$ cat src/rtl/riscv_mmio_pkg.sv
// Shared constants and types for the MMIO UART transmitter.
// The state enum widens to 3 bits when UART_PARITY_EN is defined.
package riscv_mmio_pkg;

  localparam logic [3:0] OFF_TXDATA = 4'h0;
  localparam logic [3:0] OFF_STATUS = 4'h4;

  localparam int ST_FULL   = 0;
  localparam int ST_EMPTY  = 1;
  localparam int ST_BUSY   = 2;
  localparam int ST_OVF    = 3;
  localparam int ST_PARITY = 4;

`ifdef UART_PARITY_EN
  typedef enum logic [2:0] {S_IDLE, S_START, S_DATA, S_PARITY, S_STOP} tx_state_e;
  localparam logic PARITY_EN = 1'b1;
`else
  typedef enum logic [1:0] {S_IDLE, S_START, S_DATA, S_STOP} tx_state_e;
  localparam logic PARITY_EN = 1'b0;
`endif

endpackage

$ cat src/rtl/riscv_sync_fifo.sv
// Single-clock FIFO with occupancy count. A push while full is accepted
// only if a pop happens in the same cycle.
module riscv_sync_fifo #(
  parameter int WIDTH = 8,
  parameter int DEPTH = 8
) (
  input  logic                     clk,
  input  logic                     rst,
  input  logic                     push,
  input  logic                     pop,
  input  logic [WIDTH-1:0]         wdata,
  output logic [WIDTH-1:0]         rdata,
  output logic                     full,
  output logic                     empty,
  output logic [$clog2(DEPTH):0]   count
);
  localparam int AW = $clog2(DEPTH);

  logic [WIDTH-1:0] mem [DEPTH];
  logic [AW-1:0]    wr_ptr;
  logic [AW-1:0]    rd_ptr;
  logic             do_push;
  logic             do_pop;

  assign full    = (count == (AW+1)'(DEPTH));
  assign empty   = (count == '0);
  assign do_pop  = pop && !empty;
  assign do_push = push && (!full || do_pop);
  assign rdata   = mem[rd_ptr];

  always_ff @(posedge clk or posedge rst) begin
    if (rst) begin
      wr_ptr <= '0;
      rd_ptr <= '0;
      count  <= '0;
    end else begin
      if (do_push) wr_ptr <= wr_ptr + AW'(1);
      if (do_pop)  rd_ptr <= rd_ptr + AW'(1);
      case ({do_push, do_pop})
        2'b10:   count <= count + (AW+1)'(1);
        2'b01:   count <= count - (AW+1)'(1);
        default: count <= count;
      endcase
    end
  end

  // Storage needs no reset: the pointers define what is valid.
  always_ff @(posedge clk) begin
    if (do_push) mem[wr_ptr] <= wdata;
  end

endmodule

$ cat src/rtl/riscv_mmio_uart_tx.sv
// MMIO console transmitter: TXDATA/STATUS registers, TX FIFO and 8N1 serializer.
// Defining UART_PARITY_EN adds an even-parity bit before the stop bit.
module riscv_mmio_uart_tx
  import riscv_mmio_pkg::*;
#(
  parameter int CLKS_PER_BIT = 4,
  parameter int FIFO_DEPTH   = 8,
  parameter int ADDR_W       = 4
) (
  input  logic              clk,
  input  logic              rst,
  input  logic              sel,
  input  logic              we,
  input  logic              re,
  input  logic [ADDR_W-1:0] addr,
  input  logic [31:0]       wdata,
  output logic [31:0]       rdata,
  output logic              tx,
  output logic              irq_empty
);
  localparam int CW = $clog2(CLKS_PER_BIT);

  tx_state_e   state, state_nxt;
  logic [CW-1:0] cyc_cnt, cyc_nxt;
  logic [2:0]  bit_cnt, bit_nxt;
  logic [7:0]  shreg, shreg_nxt;
  logic        par_bit, par_nxt;
  logic        tx_nxt;
  logic        bit_end;
  logic        overflow;

  logic        fifo_pop, fifo_full, fifo_empty;
  logic [7:0]  fifo_head;
  logic [$clog2(FIFO_DEPTH):0] fifo_count;

  logic [ADDR_W-1:0] word_addr;
  logic        hit_tx, hit_status, push_req, ovf_set, ovf_clr;
  logic [31:0] status;
  logic        unused;

  assign word_addr  = {addr[ADDR_W-1:2], 2'b00};
  assign hit_tx     = sel && (word_addr == ADDR_W'(OFF_TXDATA));
  assign hit_status = sel && (word_addr == ADDR_W'(OFF_STATUS));
  assign push_req   = hit_tx && we;
  assign ovf_set    = push_req && fifo_full && !fifo_pop;
  assign ovf_clr    = hit_status && we && wdata[ST_OVF];
  assign irq_empty  = fifo_empty && (state == S_IDLE);
  assign unused     = ^{wdata[31:8], wdata[2:0], addr[1:0], fifo_count, par_bit};

  riscv_sync_fifo #(.WIDTH(8), .DEPTH(FIFO_DEPTH)) u_fifo (
    .clk   (clk),
    .rst   (rst),
    .push  (push_req),
    .pop   (fifo_pop),
    .wdata (wdata[7:0]),
    .rdata (fifo_head),
    .full  (fifo_full),
    .empty (fifo_empty),
    .count (fifo_count)
  );

  // STATUS is built from pre-edge state, so a read sees the value before any push/pop.
  always_comb begin
    status            = '0;
    status[ST_FULL]   = fifo_full;
    status[ST_EMPTY]  = fifo_empty;
    status[ST_BUSY]   = (state != S_IDLE);
    status[ST_OVF]    = overflow;
    status[ST_PARITY] = PARITY_EN;
  end

  assign bit_end = (cyc_cnt == CW'(CLKS_PER_BIT - 1));

  always_comb begin
    state_nxt = state;
    cyc_nxt   = bit_end ? '0 : cyc_cnt + CW'(1);
    bit_nxt   = bit_cnt;
    shreg_nxt = shreg;
    par_nxt   = par_bit;
    fifo_pop  = 1'b0;
    tx_nxt    = 1'b1;
    case (state)
      S_IDLE: begin
        cyc_nxt = '0;
        if (!fifo_empty) begin
          fifo_pop  = 1'b1;
          shreg_nxt = fifo_head;
          par_nxt   = ^fifo_head;
          bit_nxt   = '0;
          state_nxt = S_START;
        end
      end
      S_START: begin
        tx_nxt = 1'b0;
        if (bit_end) state_nxt = S_DATA;
      end
      S_DATA: begin
        tx_nxt = shreg[0];
        if (bit_end) begin
          shreg_nxt = {1'b0, shreg[7:1]};
          bit_nxt   = bit_cnt + 3'd1;
`ifdef UART_PARITY_EN
          if (bit_cnt == 3'd7) state_nxt = S_PARITY;
`else
          if (bit_cnt == 3'd7) state_nxt = S_STOP;
`endif
        end
      end
`ifdef UART_PARITY_EN
      S_PARITY: begin
        tx_nxt = par_bit;
        if (bit_end) state_nxt = S_STOP;
      end
`endif
      S_STOP: begin
        if (bit_end) state_nxt = S_IDLE;
      end
      default: state_nxt = S_IDLE;
    endcase
  end

  // tx is registered from the current state, so the line trails the FSM by one cycle.
  always_ff @(posedge clk or posedge rst) begin
    if (rst) begin
      state    <= S_IDLE;
      cyc_cnt  <= '0;
      bit_cnt  <= '0;
      shreg    <= '0;
      par_bit  <= 1'b0;
      tx       <= 1'b1;
      overflow <= 1'b0;
      rdata    <= '0;
    end else begin
      state   <= state_nxt;
      cyc_cnt <= cyc_nxt;
      bit_cnt <= bit_nxt;
      shreg   <= shreg_nxt;
      par_bit <= par_nxt;
      tx      <= tx_nxt;
      if (ovf_set)      overflow <= 1'b1;
      else if (ovf_clr) overflow <= 1'b0;
      if (sel && re)    rdata <= hit_status ? status : 32'd0;
    end
  end

endmodule

$ cat config.mk
export PLATFORM = sky130hd
export DESIGN_NAME = riscv_mmio_uart_tx
export DESIGN_NICKNAME = d
export VERILOG_FILES = /design/src/rtl/riscv_mmio_pkg.sv /design/src/rtl/riscv_sync_fifo.sv /design/src/rtl/riscv_mmio_uart_tx.sv
export SDC_FILE = /design/constraint.sdc
export NUM_CORES = 1
export LEC_CHECK = 0
export ABC_AREA = 1
export CAP_MARGIN = 20
export CORE_MARGIN = 3
export CORE_UTILIZATION = 48
export DETAILED_ROUTE_END_ITERATION = 10
export HOLD_SLACK_MARGIN = 0.12
export MAX_ROUTING_LAYER = met4
export PLACE_DENSITY = 0.76
export SLEW_MARGIN = 5
export SYNTH_ARGS = -nofsm -noshare
export SYNTH_HDL_FRONTEND = slang
export SYNTH_HIERARCHICAL = 1
export SYNTH_SLANG_ARGS = --single-unit
$ cat constraint.sdc
create_clock -name clk -period 2.17 [get_ports clk]
set_clock_uncertainty 0.05 [all_clocks]
set_input_delay 0.434 -clock clk [delete_from_list [all_inputs] [get_ports clk]]
set_output_delay 0.434 -clock clk [all_outputs]
set_load 0.03 [all_outputs]
==> Yosys cells after proc, flatten, opt, wreduce, memory -nomap -nowiden <==
Memories as Yosys holds them, arrays and structs flattened.
Index checks and enable logic that the tools add are counted.
W data, S select, Z words.
{ "word_totals": {"mem_count": 1, "mem_bits_rw": 64, "in_bits": 41, "register_bits": 59} }
{ "mem_list": {"columns": ["name", "depth", "width", "rd", "rd_clocked_by_memory_dff", "wr", "line_no", "source"], "rows": [
  ["u_fifo.mem", 8, 8, 1, 0, 1, "riscv_sync_fifo.sv:19", "logic [WIDTH-1:0] mem [DEPTH];"]
]} }
{ "op_classes": {"n_eq_ne": 14, "n_mux": 23, "n_reduce_logical": 24, "add_sub_neg": 6} }
{ "op_table": {"columns": ["cell", "n"], "rows": [
  ["$mux W8", 2],
  ["$pmux W8 S2", 1],
  ["$mux W2", 7],
  ["$logic_and A1 B1 Y1", 11],
  ["$ne A2 B2 Y1 const B", 5],
  ["$add A3 B1 Y3 const B", 3],
  ["$eq A2 B2 Y1 const B", 4],
  ["$logic_not A4 Y1", 2],
  ["$pmux W2 S4", 1],
  ["$pmux W4 S2", 1],
  ["$reduce_bool A2 Y1", 4],
  ["$eq A2 B1 Y1 const B", 3],
  ["$mux W1", 6],
  ["$mux W3", 2],
  ["$pmux W3 S2", 1],
  ["$reduce_and A5 Y1", 1],
  ["$add A4 B1 Y4 const B", 1],
  ["$eq A4 B4 Y1 const B", 1],
  ["$mux W4", 1],
  ["$sub A4 B1 Y4 const B", 1],
  ["$eq A3 B3 Y1 const B", 1],
  ["$logic_not A1 Y1", 3],
  ["$reduce_and A3 Y1", 1],
  ["$add A2 B1 Y2 const B", 1],
  ["other kinds (3)", 3]
]} }

==> Logic depth before layout (Yosys ltp) <==
{ "logic_depth": {"ltp_word": 8, "depth_mapped": 15, "mapped_depth_nobuf": 15} }

==> Modules after synthesis <==
Netlist, hierarchy kept.
{ "by_module_without_submodules": {"columns": ["mod", "area_per_inst_um2", "seq_area_each_um2", "cells_per_inst", "instances"], "rows": [
  ["riscv_sync_fifo", 3206.8, 2172.1, 254, 1],
  ["riscv_mmio_uart_tx", 1351.3, 526.8, 161, 1]
]} }

==> Worst setup path before layout <==
OpenSTA, ideal clock, no wires.
{ "synth_timing": {"kind": "input to register", "from": "input port addr[3]", "to": "register u_fifo.count[3]", "setup_ns": 0.113, "cell_stages": 13, "arrival_ns": 2.454, "path_slack_ns": -0.447, "t_required_ns": 2.007, "path_cell_list": "inv_1 -> nand2_1 -> nor3_1 -> inv_1 -> nand3_2 -> inv_1 -> ha_1 -> a21oi_1 -> nand3_1 -> nand2_1 -> nand3_1 -> nand2_1 -> inv_1"} }
{ "synth_via": {"elab_chain_len": 6, "elab_cells_between_ends": 8, "cone_classes": "eq/ne (2); mux (1); reduce/logical (5)"} }
{ "synth_lines": {"columns": ["element", "line_no", "source"], "rows": [
  ["from (decl)", "riscv_mmio_uart_tx.sv:15", "input logic [ADDR_W-1:0] addr,"],
  ["$logic_not A4 Y1 *", "riscv_mmio_uart_tx.sv:42", "assign hit_tx = sel && (word_addr == ADDR_W'(OFF_TXDATA));"],
  ["$logic_and A1 B1 Y1 *", "riscv_mmio_uart_tx.sv:42", null],
  ["$logic_and A1 B1 Y1 *", "riscv_mmio_uart_tx.sv:44", "assign push_req = hit_tx && we;"],
  ["named net push_req", "riscv_mmio_uart_tx.sv:37", "logic hit_tx, hit_status, push_req, ovf_set, ovf_clr;"],
  ["$logic_and A1 B1 Y1 *", "riscv_sync_fifo.sv:28", "assign do_push = push && (!full || do_pop);"],
  ["$eq A2 B1 Y1 / $eq A2 B2 Y1 (equally long branches)", "riscv_sync_fifo.sv:39", "case ({do_push, do_pop})"],
  ["$pmux W4 S2 / $reduce_bool A2 Y1 (equally long branches)", null, null],
  ["to (signal assigned)", "riscv_sync_fifo.sv:40", "2'b10: count <= count + (AW+1)'(1);"],
  ["to (signal assigned)", "riscv_sync_fifo.sv:41", "2'b01: count <= count - (AW+1)'(1);"],
  ["to (signal assigned)", "riscv_sync_fifo.sv:42", "default: count <= count;"],
  ["to (decl)", "riscv_sync_fifo.sv:15", "output logic [$clog2(DEPTH):0] count"]
]} }
The timed path passes the listed nets; every way through them passes the cells marked *.
A chain may end at the register's enable or synchronous reset.

==> Final worst setup path <==
{ "layout_timing": {"from": "register state[1]", "to": "output port irq_empty"} }
{ "layout_via": {"elab_chain_len": 2} }
{ "layout_lines": {"columns": ["element", "line_no", "source"], "rows": [
  ["from (decl)", "riscv_mmio_uart_tx.sv:23", "tx_state_e state, state_nxt;"],
  ["from (signal assigned)", "riscv_mmio_uart_tx.sv:134", "state <= state_nxt;"],
  ["$logic_not A2 Y1", "riscv_mmio_uart_tx.sv:47", "assign irq_empty = fifo_empty && (state == S_IDLE);"],
  ["$logic_and A1 B1 Y1", "riscv_mmio_uart_tx.sv:47", null],
  ["to (decl)", "riscv_mmio_uart_tx.sv:19", "output logic irq_empty"]
]} }
No other way between the ends.

==> results.sh <==
export IMPL_fin_util_pct=58.98
export IMPL_combinationalPowerShare_pct=45.5
export IMPL_setup_violations=0
export IMPL_diodes=0
export IMPL_final_cell_mix="82 x nand2_1, 64 x edfxtp_1, 36 x o21ai_0, 35 x nor2_1, 29 x dfrtp_1"
export IMPL_core_mm2=0.008976
export IMPL_netlist_instances=415
export IMPL_grtUsageMet1_pct=22.60
export IMPL_status="complete, no violations"
export IMPL_ir_worst_vdd_mv=0.7537
export IMPL_vias=2955
export IMPL_fin_crit_ps=2067
export IMPL_drive_gt1_share_pct=19.83
export IMPL_final_nets=517
export IMPL_io_pins=75
export IMPL_final_antenna_net_count=0
export IMPL_final_common_cell="nand2_1"
export IMPL_post_route_drc_count=0
export IMPL_grt_max_degree=35
export IMPL_fin_crit_sh_pct=95.25
export IMPL_avgSynthCellArea_um2=10.98
export IMPL_die_area_mm2=0.01070
export IMPL_finalHoldViolations=0
export IMPL_setup_tns_ps=0
export IMPL_ctsLongestPathBuffers=2
export IMPL_drt_first_pass_iters=4
export IMPL_cts_sinks=95
export IMPL_seqPwrFrac_pct=35.9
export IMPL_cts_buffers=9
export IMPL_wl_um=8438
export IMPL_synth_edff_count=64
export IMPL_ys_ff_latch=95
export IMPL_drtIter0Drc=168
export IMPL_cts_root_buf="clkbuf_8"
export IMPL_ys_warn_count=6
export IMPL_startpoint_type="flip-flop"
export IMPL_dp_worst_setup_slack_ps=-223.5
export IMPL_critPathArrivalTime_ps=1580
export IMPL_dieWidth_um=103.4
export IMPL_gp_congestion=0.8720
export IMPL_ys_types=42
export IMPL_swShare_pct=40.65
export IMPL_routedWlPerCell_um=14.18
export IMPL_grt_met2_usage_pct=28.28
export IMPL_rows=34
export IMPL_ys_flop_type="edfxtp_1"
export IMPL_maxCapViolCount=0
export IMPL_path_clk_slew_ps=100
export IMPL_die_h_um=103.4
export IMPL_path_class="reg2out"
export IMPL_globalRouteMet3Util_pct=2.079
export IMPL_antenna_found_initial=0
export IMPL_hold_path_class="in2async"
export IMPL_start_util_pct=50.78
export IMPL_dp_hpwl_um=5549
export IMPL_setup_ws_ps=103.0
export IMPL_overflow=0
export IMPL_grt_pass1_vias=2918
export IMPL_port_buffers=20
export IMPL_hold_buffers=0
export IMPL_p_clk_share_pct=18.7
export IMPL_fmax_mhz=483.8
export IMPL_syn_area_mm2=0.004558
export IMPL_worstPathRequired_ps=1690
export IMPL_viasPerCell=4.966
export IMPL_power_density_mw_per_mm2=1269
export IMPL_grt_pass1_wl_um=13770
export IMPL_switching_power_mw=2.730
export IMPL_synthArstFlopShare_pct=32.63
export IMPL_top_usage_layer="met2"
export IMPL_grt_usage_pct=17.63
export IMPL_rsz0062_at_grt="true"
export IMPL_clock_latency_ps=370
export IMPL_final_cells=595
export IMPL_cts_max_level=3
export IMPL_leakagePower_nw=2.218
export IMPL_crit_path_end_kind="output pin"
export IMPL_dpl_cell_count=577
export IMPL_syn_to_final_growth_pct=16.14
export IMPL_drv_slew=0
export IMPL_seq_area_frac_synth_pct=59.21
export IMPL_tritoncts="done"
export IMPL_crit_fanout=4
export IMPL_intPower_mw=3.986
-- cell type report --
class / count / area (µm²)
multi-input cells: 276 / 1610
fillers: 715 / 3682
repair buffers: 51 / 480.5
inverters: 31 / 125.1
flip-flops and latches: 95 / 2700
clock inverters: 7 / 96.34
well taps: 126 / 157.7
clock buffers: 9 / 123.9
-- critical path: stages (launching register included) --
cell and delay (ps):
dfrtp_1 370, inv_2 60, ha_4 160, buf_4 120, buf_4 130, nand2_1 130
inv_2 70, buf_4 170
-- synthesized netlist by cell type, types with 4 or more instances --
library cell / n / area [µm²]
buf_2: 8 / 40.04
o22ai_1: 8 / 50.05
inv_1: 25 / 93.84
nor2_1: 38 / 142.6
mux2i_1: 8 / 80.08
o21ai_1: 11 / 55.05
nand3_1: 12 / 60.06
xor2_1: 4 / 35.03
nand2_1: 82 / 307.8
nand2_4: 6 / 67.56
buf_4: 31 / 232.7
edfxtp_1: 64 / 1922
ha_1: 11 / 137.6
o21ai_0: 36 / 180.2
dfrtp_1: 30 / 750.7
-- registers in the layout (all words and copies together), names as in the netlist --
register	cells
overflow	1
u_fifo/mem	64
rdata	4
u_fifo/rd_ptr	3
shreg	8
u_fifo/count	4
bit_cnt	3
state	2
u_fifo/wr_ptr	3
cyc_cnt	2
tx	1
-- worst paths after layout --
path	start	slack, ps	cells past startpoint	endpoint
max	state[1]	100	7	irq_empty
min	rst	320	2	u_fifo/wr_ptr[2]
max reg2reg	state[1]	100	11	u_fifo/count[2]
min reg2reg	cyc_cnt[0]	390	1	cyc_cnt[0]
max in group asynchronous	rst	1410	3	tx
min in group clk	cyc_cnt[0]	390	1	cyc_cnt[0]
-- layer usage --
| metal | share of wire (%) | vias up |
|---|---|---|
| met5 | 0 | - |
| met3 | 5.0 | 15 |
| met2 | 50 | 93 |
| li1 | - | 1445 |
| met4 | 2.1 | 0 |
| met1 | 43 | 1402 |
-- per-stage QoR --
step	power, mW	hold WS (ps)	cell area (µm²)
global route	7.239	360.1	5294
global placement	5.252	373.3	5032
detailed placement	5.369	381.0	5032
CTS	6.691	322.5	5270
floorplan	4.718	224.2	4693
finish	6.716	324.7	5294
-- power by group through the flow --
stage          Combinational [mW]  Clock (mW)  Sequential (mW)
6_report                     3.06        1.25             2.41
5_1_grt                      3.45        1.35             2.45
4_1_cts                      3.01        1.28             2.40
3_5_place_dp                 2.93           0             2.44
3_3_place_gp                 2.83           0             2.42
2_1_floorplan                2.27           0             2.45
-- kinds of logic (layout without fill, tap and decap cells) --
| group | after synthesis | after routing | share of synthesized area [%] |
|---|---|---|---|
| muxes | 9 | 9 | 2.004 |
| and+or+nand+nor | 160 | 160 | 18.06 |
| adders and majority gates | 12 | 12 | 3.459 |
| xor gates and xnor gates | 5 | 5 | 0.9607 |
| DFF | 95 | 95 | 59.21 |
| buffers and inverters | 71 | 98 | 8.921 |
| other | 1 | 28 | 0.08227 |
| AOI/OAI and AO/OA | 62 | 62 | 7.302 |
-- repair_timing --
action | CTS | global route
setup endpoints to repair | 2 | 2
pin swaps | 3 | 2
gates resized for setup | 2 | 5
buffers inserted | 2 | 0
(Power assumes the default switching activity.)
